==> config.mk <==
export PLATFORM = sky130hd
export DESIGN_NAME = cla_adder_pipe_flat
export DESIGN_NICKNAME = d
export VERILOG_FILES = /design/src/rtl/cla_adder_pipe_if.sv /design/src/rtl/cla_adder_pipe.sv /design/src/flat_wrapper.sv
export SDC_FILE = /design/constraint.sdc
export NUM_CORES = 1
export LEC_CHECK = 0
export CORE_MARGIN = 2
export CORE_UTILIZATION = 40
export CTS_CLUSTER_DIAMETER = 150
export CTS_CLUSTER_SIZE = 28
export DETAILED_ROUTE_END_ITERATION = 8
export HOLD_SLACK_MARGIN = 0.1
export PLACE_DENSITY = 0.61
export RECOVER_POWER = 100
export SYNTH_ARGS = -nofsm -noshare
export SYNTH_HDL_FRONTEND = slang
export SYNTH_SLANG_ARGS = --single-unit
==> constraint.sdc <==
create_clock -name clk -period 12.1 [get_ports clk]
set_clock_uncertainty 0.2 [all_clocks]
set_input_delay 2.42 -clock clk [delete_from_list [all_inputs] [get_ports clk]]
set_output_delay 2.42 -clock clk [all_outputs]
set_load 0.01 [all_outputs]
==> src/rtl/cla_adder_pipe_if.sv <==
// Operand/result handshake bundle for cla_adder_pipe.
// The master drives operands and result acceptance. The slave is the adder.
interface cla_adder_pipe_if #(
   parameter int unsigned WIDTH = 16
);
   logic             in_valid;
   logic             in_ready;
   logic [WIDTH-1:0] a;
   logic [WIDTH-1:0] b;
   logic             cin;
   logic             sub;
   logic             out_valid;
   logic             out_ready;
   logic [WIDTH-1:0] sum;
   logic             cout;
   logic             ovf;

   modport master (
      output in_valid, a, b, cin, sub, out_ready,
      input  in_ready, out_valid, sum, cout, ovf
   );

   modport slave (
      input  in_valid, a, b, cin, sub, out_ready,
      output in_ready, out_valid, sum, cout, ovf
   );
endinterface

==> src/rtl/cla_adder_pipe.sv <==
// Pipelined carry-lookahead add/subtract.
// Each stage resolves one GROUP-bit lookahead group and registers its carry for the next stage.
module cla_adder_pipe #(
   parameter int unsigned WIDTH = 16,
   parameter int unsigned GROUP = 4
) (
   input logic             clk,
   input logic             rst,
   cla_adder_pipe_if.slave bus
);
   localparam int unsigned NG = WIDTH / GROUP;

   // Two-level sum-of-products lookahead: c[i+1] = c0&p[0..i] | OR_j g[j]&p[j+1..i]
   function automatic logic [GROUP:0] cla_carries(input logic [GROUP-1:0] p,
                                                  input logic [GROUP-1:0] g,
                                                  input logic             c0);
      logic [GROUP:0] c;
      logic           term;
      c    = '0;
      c[0] = c0;
      for (int unsigned i = 0; i < GROUP; i++) begin
         term = c0;
         for (int unsigned m = 0; m <= i; m++) term = term & p[m];
         c[i+1] = term;
         for (int unsigned j = 0; j <= i; j++) begin
            term = g[j];
            for (int unsigned m = j + 1; m <= i; m++) term = term & p[m];
            c[i+1] = c[i+1] | term;
         end
      end
      return c;
   endfunction

   logic             adv;
   logic             out_v;
   logic             cap_v, cap_c, cap_am, cap_bm;
   logic [WIDTH-1:0] cap_a, cap_b, beff;

   assign out_v        = stg[NG-1].v;
   assign adv          = bus.out_ready | ~out_v;
   assign bus.in_ready = adv;
   assign beff         = bus.b ^ {WIDTH{bus.sub}};

   // Data registers load only with a valid beat so bubbles leave the last result in place.
   always_ff @(posedge clk or posedge rst) begin
      if (rst) begin
         cap_v  <= 1'b0;
         cap_a  <= '0;
         cap_b  <= '0;
         cap_c  <= 1'b0;
         cap_am <= 1'b0;
         cap_bm <= 1'b0;
      end else if (adv) begin
         cap_v <= bus.in_valid;
         if (bus.in_valid) begin
            cap_a  <= bus.a;
            cap_b  <= beff;
            cap_c  <= bus.sub | bus.cin;
            cap_am <= bus.a[WIDTH-1];
            cap_bm <= beff[WIDTH-1];
         end
      end
   end

   for (genvar k = 0; k < NG; k++) begin : stg
      localparam int unsigned LO  = k * GROUP;
      localparam int unsigned REM = WIDTH - LO;

      logic [REM-1:0]   in_a, in_b;
      logic [WIDTH-1:0] in_s, ns, s;
      logic             in_c, in_v, in_am, in_bm;
      logic [GROUP-1:0] p, g;
      logic [GROUP:0]   c;
      logic             v, co, am, bm;

      if (k == 0) begin : src
         assign in_a  = cap_a;
         assign in_b  = cap_b;
         assign in_c  = cap_c;
         assign in_v  = cap_v;
         assign in_s  = '0;
         assign in_am = cap_am;
         assign in_bm = cap_bm;
      end else begin : src
         assign in_a  = stg[k-1].fwd.ra;
         assign in_b  = stg[k-1].fwd.rb;
         assign in_c  = stg[k-1].co;
         assign in_v  = stg[k-1].v;
         assign in_s  = stg[k-1].s;
         assign in_am = stg[k-1].am;
         assign in_bm = stg[k-1].bm;
      end

      assign p = in_a[GROUP-1:0] ^ in_b[GROUP-1:0];
      assign g = in_a[GROUP-1:0] & in_b[GROUP-1:0];
      assign c = cla_carries(p, g, in_c);

      always_comb begin
         ns              = in_s;
         ns[LO +: GROUP] = p ^ c[GROUP-1:0];
      end

      always_ff @(posedge clk or posedge rst) begin
         if (rst) begin
            v  <= 1'b0;
            s  <= '0;
            co <= 1'b0;
            am <= 1'b0;
            bm <= 1'b0;
         end else if (adv) begin
            v <= in_v;
            if (in_v) begin
               s  <= ns;
               co <= c[GROUP];
               am <= in_am;
               bm <= in_bm;
            end
         end
      end

      // Operand slices still to be summed shrink by one group per stage.
      if (k < NG - 1) begin : fwd
         logic [REM-GROUP-1:0] ra, rb;
         always_ff @(posedge clk or posedge rst) begin
            if (rst) begin
               ra <= '0;
               rb <= '0;
            end else if (adv && in_v) begin
               ra <= in_a[REM-1:GROUP];
               rb <= in_b[REM-1:GROUP];
            end
         end
      end
   end

   assign bus.out_valid = out_v;
   assign bus.sum       = stg[NG-1].s;
   assign bus.cout      = stg[NG-1].co;
   assign bus.ovf       = (stg[NG-1].am == stg[NG-1].bm) & (stg[NG-1].s[WIDTH-1] != stg[NG-1].am);
endmodule

==> src/flat_wrapper.sv <==
// flat-port wrapper written by rule: the top's interface ports become plain ports
module cla_adder_pipe_flat 
#(
   parameter int unsigned WIDTH = 16,
   parameter int unsigned GROUP = 4
)
  (clk, rst, bus_in_valid, bus_a, bus_b, bus_cin, bus_sub, bus_out_ready, bus_in_ready, bus_out_valid, bus_sum, bus_cout, bus_ovf);
  cla_adder_pipe_if #(.WIDTH(WIDTH)) bus_i ();
  input logic clk;
  input logic rst;
  input wire logic [$bits(bus_i.in_valid)-1:0] bus_in_valid;
  input wire logic [$bits(bus_i.a)-1:0] bus_a;
  input wire logic [$bits(bus_i.b)-1:0] bus_b;
  input wire logic [$bits(bus_i.cin)-1:0] bus_cin;
  input wire logic [$bits(bus_i.sub)-1:0] bus_sub;
  input wire logic [$bits(bus_i.out_ready)-1:0] bus_out_ready;
  output wire logic [$bits(bus_i.in_ready)-1:0] bus_in_ready;
  output wire logic [$bits(bus_i.out_valid)-1:0] bus_out_valid;
  output wire logic [$bits(bus_i.sum)-1:0] bus_sum;
  output wire logic [$bits(bus_i.cout)-1:0] bus_cout;
  output wire logic [$bits(bus_i.ovf)-1:0] bus_ovf;
  assign bus_i.in_valid = bus_in_valid;
  assign bus_i.a = bus_a;
  assign bus_i.b = bus_b;
  assign bus_i.cin = bus_cin;
  assign bus_i.sub = bus_sub;
  assign bus_i.out_ready = bus_out_ready;
  assign bus_in_ready = bus_i.in_ready;
  assign bus_out_valid = bus_i.out_valid;
  assign bus_sum = bus_i.sum;
  assign bus_cout = bus_i.cout;
  assign bus_ovf = bus_i.ovf;
  cla_adder_pipe #(.WIDTH(WIDTH), .GROUP(GROUP)) u_core (.clk(clk), .rst(rst), .bus(bus_i));
endmodule
# [Word level (Yosys, flattened, before mapping)]
# Index checks and enable logic that the tools add are counted.
[op_classes] eq_ne=2 reduce_logical=8 bitwise_logic=97
[op_table] operator="bitwise OR 1 bit" count=42
[op_table] operator="bitwise AND 1 bit" count=41
[op_table] operator="bitwise XOR 4 bit" count=8
[op_table] operator="bitwise AND 4 bit" count=4
[op_table] operator="bitwise XOR 16 bit" count=1
[op_table] operator="AND reduction 2 bit" count=5
[op_table] operator="logical AND 1 bit" count=3
[op_table] operator="== test 1 bit" count=1
[op_table] operator="!= test 1 bit" count=1
[op_table] operator="inverter 1 bit" count=1
[totals] in_bits=38 elab_cells=139 register_bits=140 output_inout_bits=20

# [Logic depth before layout (Yosys ltp)]
[logic_depth] word_depth=9 depth_mapped=7 ltp_nobuf=5

# [Worst setup path before layout]
# OpenSTA, ideal clock, no wires.
[synth_timing] kind="input-to-output" startpoint="input bus_out_ready" endpoint="output bus_in_ready" t_required_ns=9.480 arrival_time_ns=2.871 n_path_buf=1 cell_stages=3 setup_slack_ns=6.609 cell_sequence="nor2b_4 inv_2 buf_1"
[synth_between] elab_chain_cells=1
[synth_lines] element="from (decl)" line="flat_wrapper.sv:16" source="input wire logic [$bits(bus_i.out_ready)-1:0] bus_out_ready;"
[synth_lines] element="bitwise OR 1 bit" line="cla_adder_pipe.sv:40" source="assign adv = bus.out_ready | ~out_v;"
[synth_lines] element="to (decl)" line="flat_wrapper.sv:17" source="output wire logic [$bits(bus_i.in_ready)-1:0] bus_in_ready;"
# No other way between the ends.

==> results.yml <==
status:
  outcome: "finished with violations"
  violations: "max-capacitance violations, max-slew violations"
setup_path:
  path_class: "in -> async"
  cp-end-kind: "asynchronous set/reset pin"
  cp.arrival_ps: 7200
  required_ps: 11590
  worst_setup_path_start_kind: "primary input"
  timing.critical_path.fanout_max: 72
synth:
  yosys_warnings: 0
  synth_top_area_frac: 0.5768
  syn-num-nets: 468
  yosys-top-cells-area: "dfrtp_1, mux2_2, ha_1, xnor2_1, a21oi_1"
  yosysSeqAreaShare: 0.5768
  avgSynthCellArea_um2: 14.11
  synth_edf_count: 0
  synth-async-reset-ratio: 1.000
  ys_ff_latch: 132
  yosysTopAreaCell: "dfrtp_1"
  syn_area_mm2: 0.005727
  synthDistinctLibCells: 28
  syn_inst: 406
  synthFlopType: "dfrtp_1"
clock_network:
  cts.sinks: 132
  ctsHtreeMaxLevel: 4
  post-cts-setup-buffer-count: 0
  clock_path_buffers: 2
  cts_tree: "built"
  cts.clk_slew.worst_paths_ps: 60
  root_buffer: "clkbuf_16"
  clk_latency_ps: 410
  cts_resized: 0
  cts_buffers: 17
  hold_buffers: 0
route:
  ant_nets: 0
  firstDrtPassIters: 4
  wirelength_mm: 9.921
  vias_per_cell: 4.950
  route.detailed.drc: 0
  vias: 3247
  dr.first_iter.drc_count: 143
  wl_per_cell_um: 15.12
die:
  core-area_mm2: 0.01393
  initial_utilization: 0.4110
  die_area_mm2: 0.01529
  die-height_um: 123.7
  io_pins: 58
  fp.dieW_um: 123.7
  rows: 43
placement:
  dpl_cell_area_mm2: 0.006412
  place_congestion: 0.7326
  dpl.hpwl_mm: 6.804
  io_buffers: 57
  dpl.cell_count: 624
pwr:
  power_leakage_nw: 2.953
  p_int_mw: 1.312
  seq_power_share: 0.402
  p_clk_frac: 0.250
  ir_worst_vdd_uv: 111.9
  power_density_mw_per_mm2: 276.7
  power.switching_uw: 602.0
  combPwrFrac: 0.348
  swShare: 0.3145
global_routing:
  grt_max_degree: 73
  grt_pass1_wl_mm: 16.94
  track_usage: 0.1455
  antenna_found_initial: 0
  grt_pass1_vias: 3436
  overflow: 0
cells_and_area:
  drive_gt1_frac: 0.2479
  n_antenna_cell: 0
  final_cell_count_no_fill: 656
  design_area_mm2: 0.006918
  nNetsFinal: 525
  area_growth_pct: 20.80
sta:
  fin_setup_tns_ps: 0
  hold_viol_final: 0
  relSlewSlack: -1.426
  tightest_slew_ps: 3638
  fmax_ghz: 0.1296
  drv_slew: 170
  finalCritPeriodShare: 0.6377
  rsz0062_at_grt: "false"
  setup_viol: 0
  finalCriticalPeriod_ps: 7716
worst_hold_path:
  min_path_type: "reg -> reg"
job:
  max_cap_violations: 3
## flip-flops by register name, indices dropped and copies added (netlist names)
signal / cells
u_core.bus.cout: 1
u_core.bus.out_valid: 1
u_core.bus.sum: 16
u_core.cap_a: 16
u_core.cap_b: 16
u_core.cap_c: 1
u_core.cap_v: 1
u_core.stg.am: 1
u_core.stg.bm: 1
u_core.stg.co: 3
u_core.stg.fwd.ra: 24
u_core.stg.fwd.rb: 24
u_core.stg.s: 24
u_core.stg.v: 3
## per-layer routing
metal / up-vias / routed length, um / global-route usage
li1: 1575 / - / -
met1: 1595 / 4946 / 0.2030
met2: 61 / 4430 / 0.2146
met3: 16 / 370 / 0.04212
met4: 0 / 174 / 0.05753
met5: - / 0 / 0
## power groups by stage
stage	logic, mW	registers, mW	clock network [mW]
after floorplan	0.517	0.748	0
after global placement	0.670	0.772	0
after detailed placement	0.694	0.781	0
after CTS	0.699	0.775	0.490
after global routing	0.757	0.799	0.509
final	0.666	0.769	0.479
## placed cells by master, fill, tap and decap left out, types with 2 or more instances in the layout
master,count
o211a_1,4
o21ai_0,20
clkinv_2,3
a21boi_0,3
a21oi_1,34
clkdlybuf4s50_1,35
clkinv_4,3
ha_1,20
clkbuf_16,17
nor3_1,5
dlygate4sd3_1,22
nor2_1,2
dfrtp_1,132
fa_1,4
o31ai_1,5
nand2_1,7
a41o_1,3
mux2_1,9
xnor2_1,20
inv_1,5
a21o_1,9
o31a_1,4
mux2_2,85
o21a_1,9
clkinvlp_4,4
inv_6,3
or3_1,3
## worst paths after layout
check                                     endpoint  slack (ps)  cells past startpoint                  from
worst max register to register    u_core.cap_a[14]        8240                      4  u_core.bus.out_valid
max in group clk                      bus_in_ready        4430                      4         bus_out_ready
worst min register to register     u_core.cap_a[5]         290                      1       u_core.cap_a[5]
min in group asynchronous       u_core.bus.sum[12]        3020                      2                   rst
worst max-delay path               u_core.stg[1].v        4380                      3                   rst
worst min-delay path               u_core.cap_a[5]         290                      1       u_core.cap_a[5]
## metrics by stage
step	total power [mW]	utilization	setup WS, ps	hold WS (ps)
6_report	1.914	0.4965	4384	290.2
5_1_grt	2.066	0.4965	3095	313.2
3_3_place_gp	1.443	0.4602	5313	287.8
3_5_place_dp	1.475	0.4602	5282	289.4
4_1_cts	1.963	0.5009	5283	302.2
2_1_floorplan	1.265	-	5954	270.1
## layout make-up
type                       instances  area [um^2]
clock buffer                      18        439.2
clock inverter                    14        127.6
fill                            1249         7017
inverter                           6        23.77
multi-input combinational        248         2225
sequential                       132         3303
tap                              180        225.2
timing repair buffer              58        574.3
## critical path, stage by stage
cell and delay [ps]:
dlygate4sd3_1 550, clkinvlp_2 1520, clkbuf_1 2660
## synth_stat cells (5+ instances only)
cell type and count:
dfrtp_1 132, mux2_4 11, nand2_1 5, o21a_1 9, ha_1 20, a21o_1 9
buf_2 12, mux2_2 83, o31ai_1 5, o21ai_0 20, inv_1 5, xnor2_1 20
nor3_1 5, a21oi_1 34
## cell families after synthesis
family | share of synthesized area
XOR/XNOR | 0.03059
multiplexers | 0.1920
AND/OR/NAND/NOR | 0.01835
AO/OA/AOI/OAI | 0.09963
buffers and inverters | 0.02491
flip-flops | 0.5768
adder cells (fa/ha/maj) | 0.05768
Note: power is estimated with default switching activity, not from simulation.
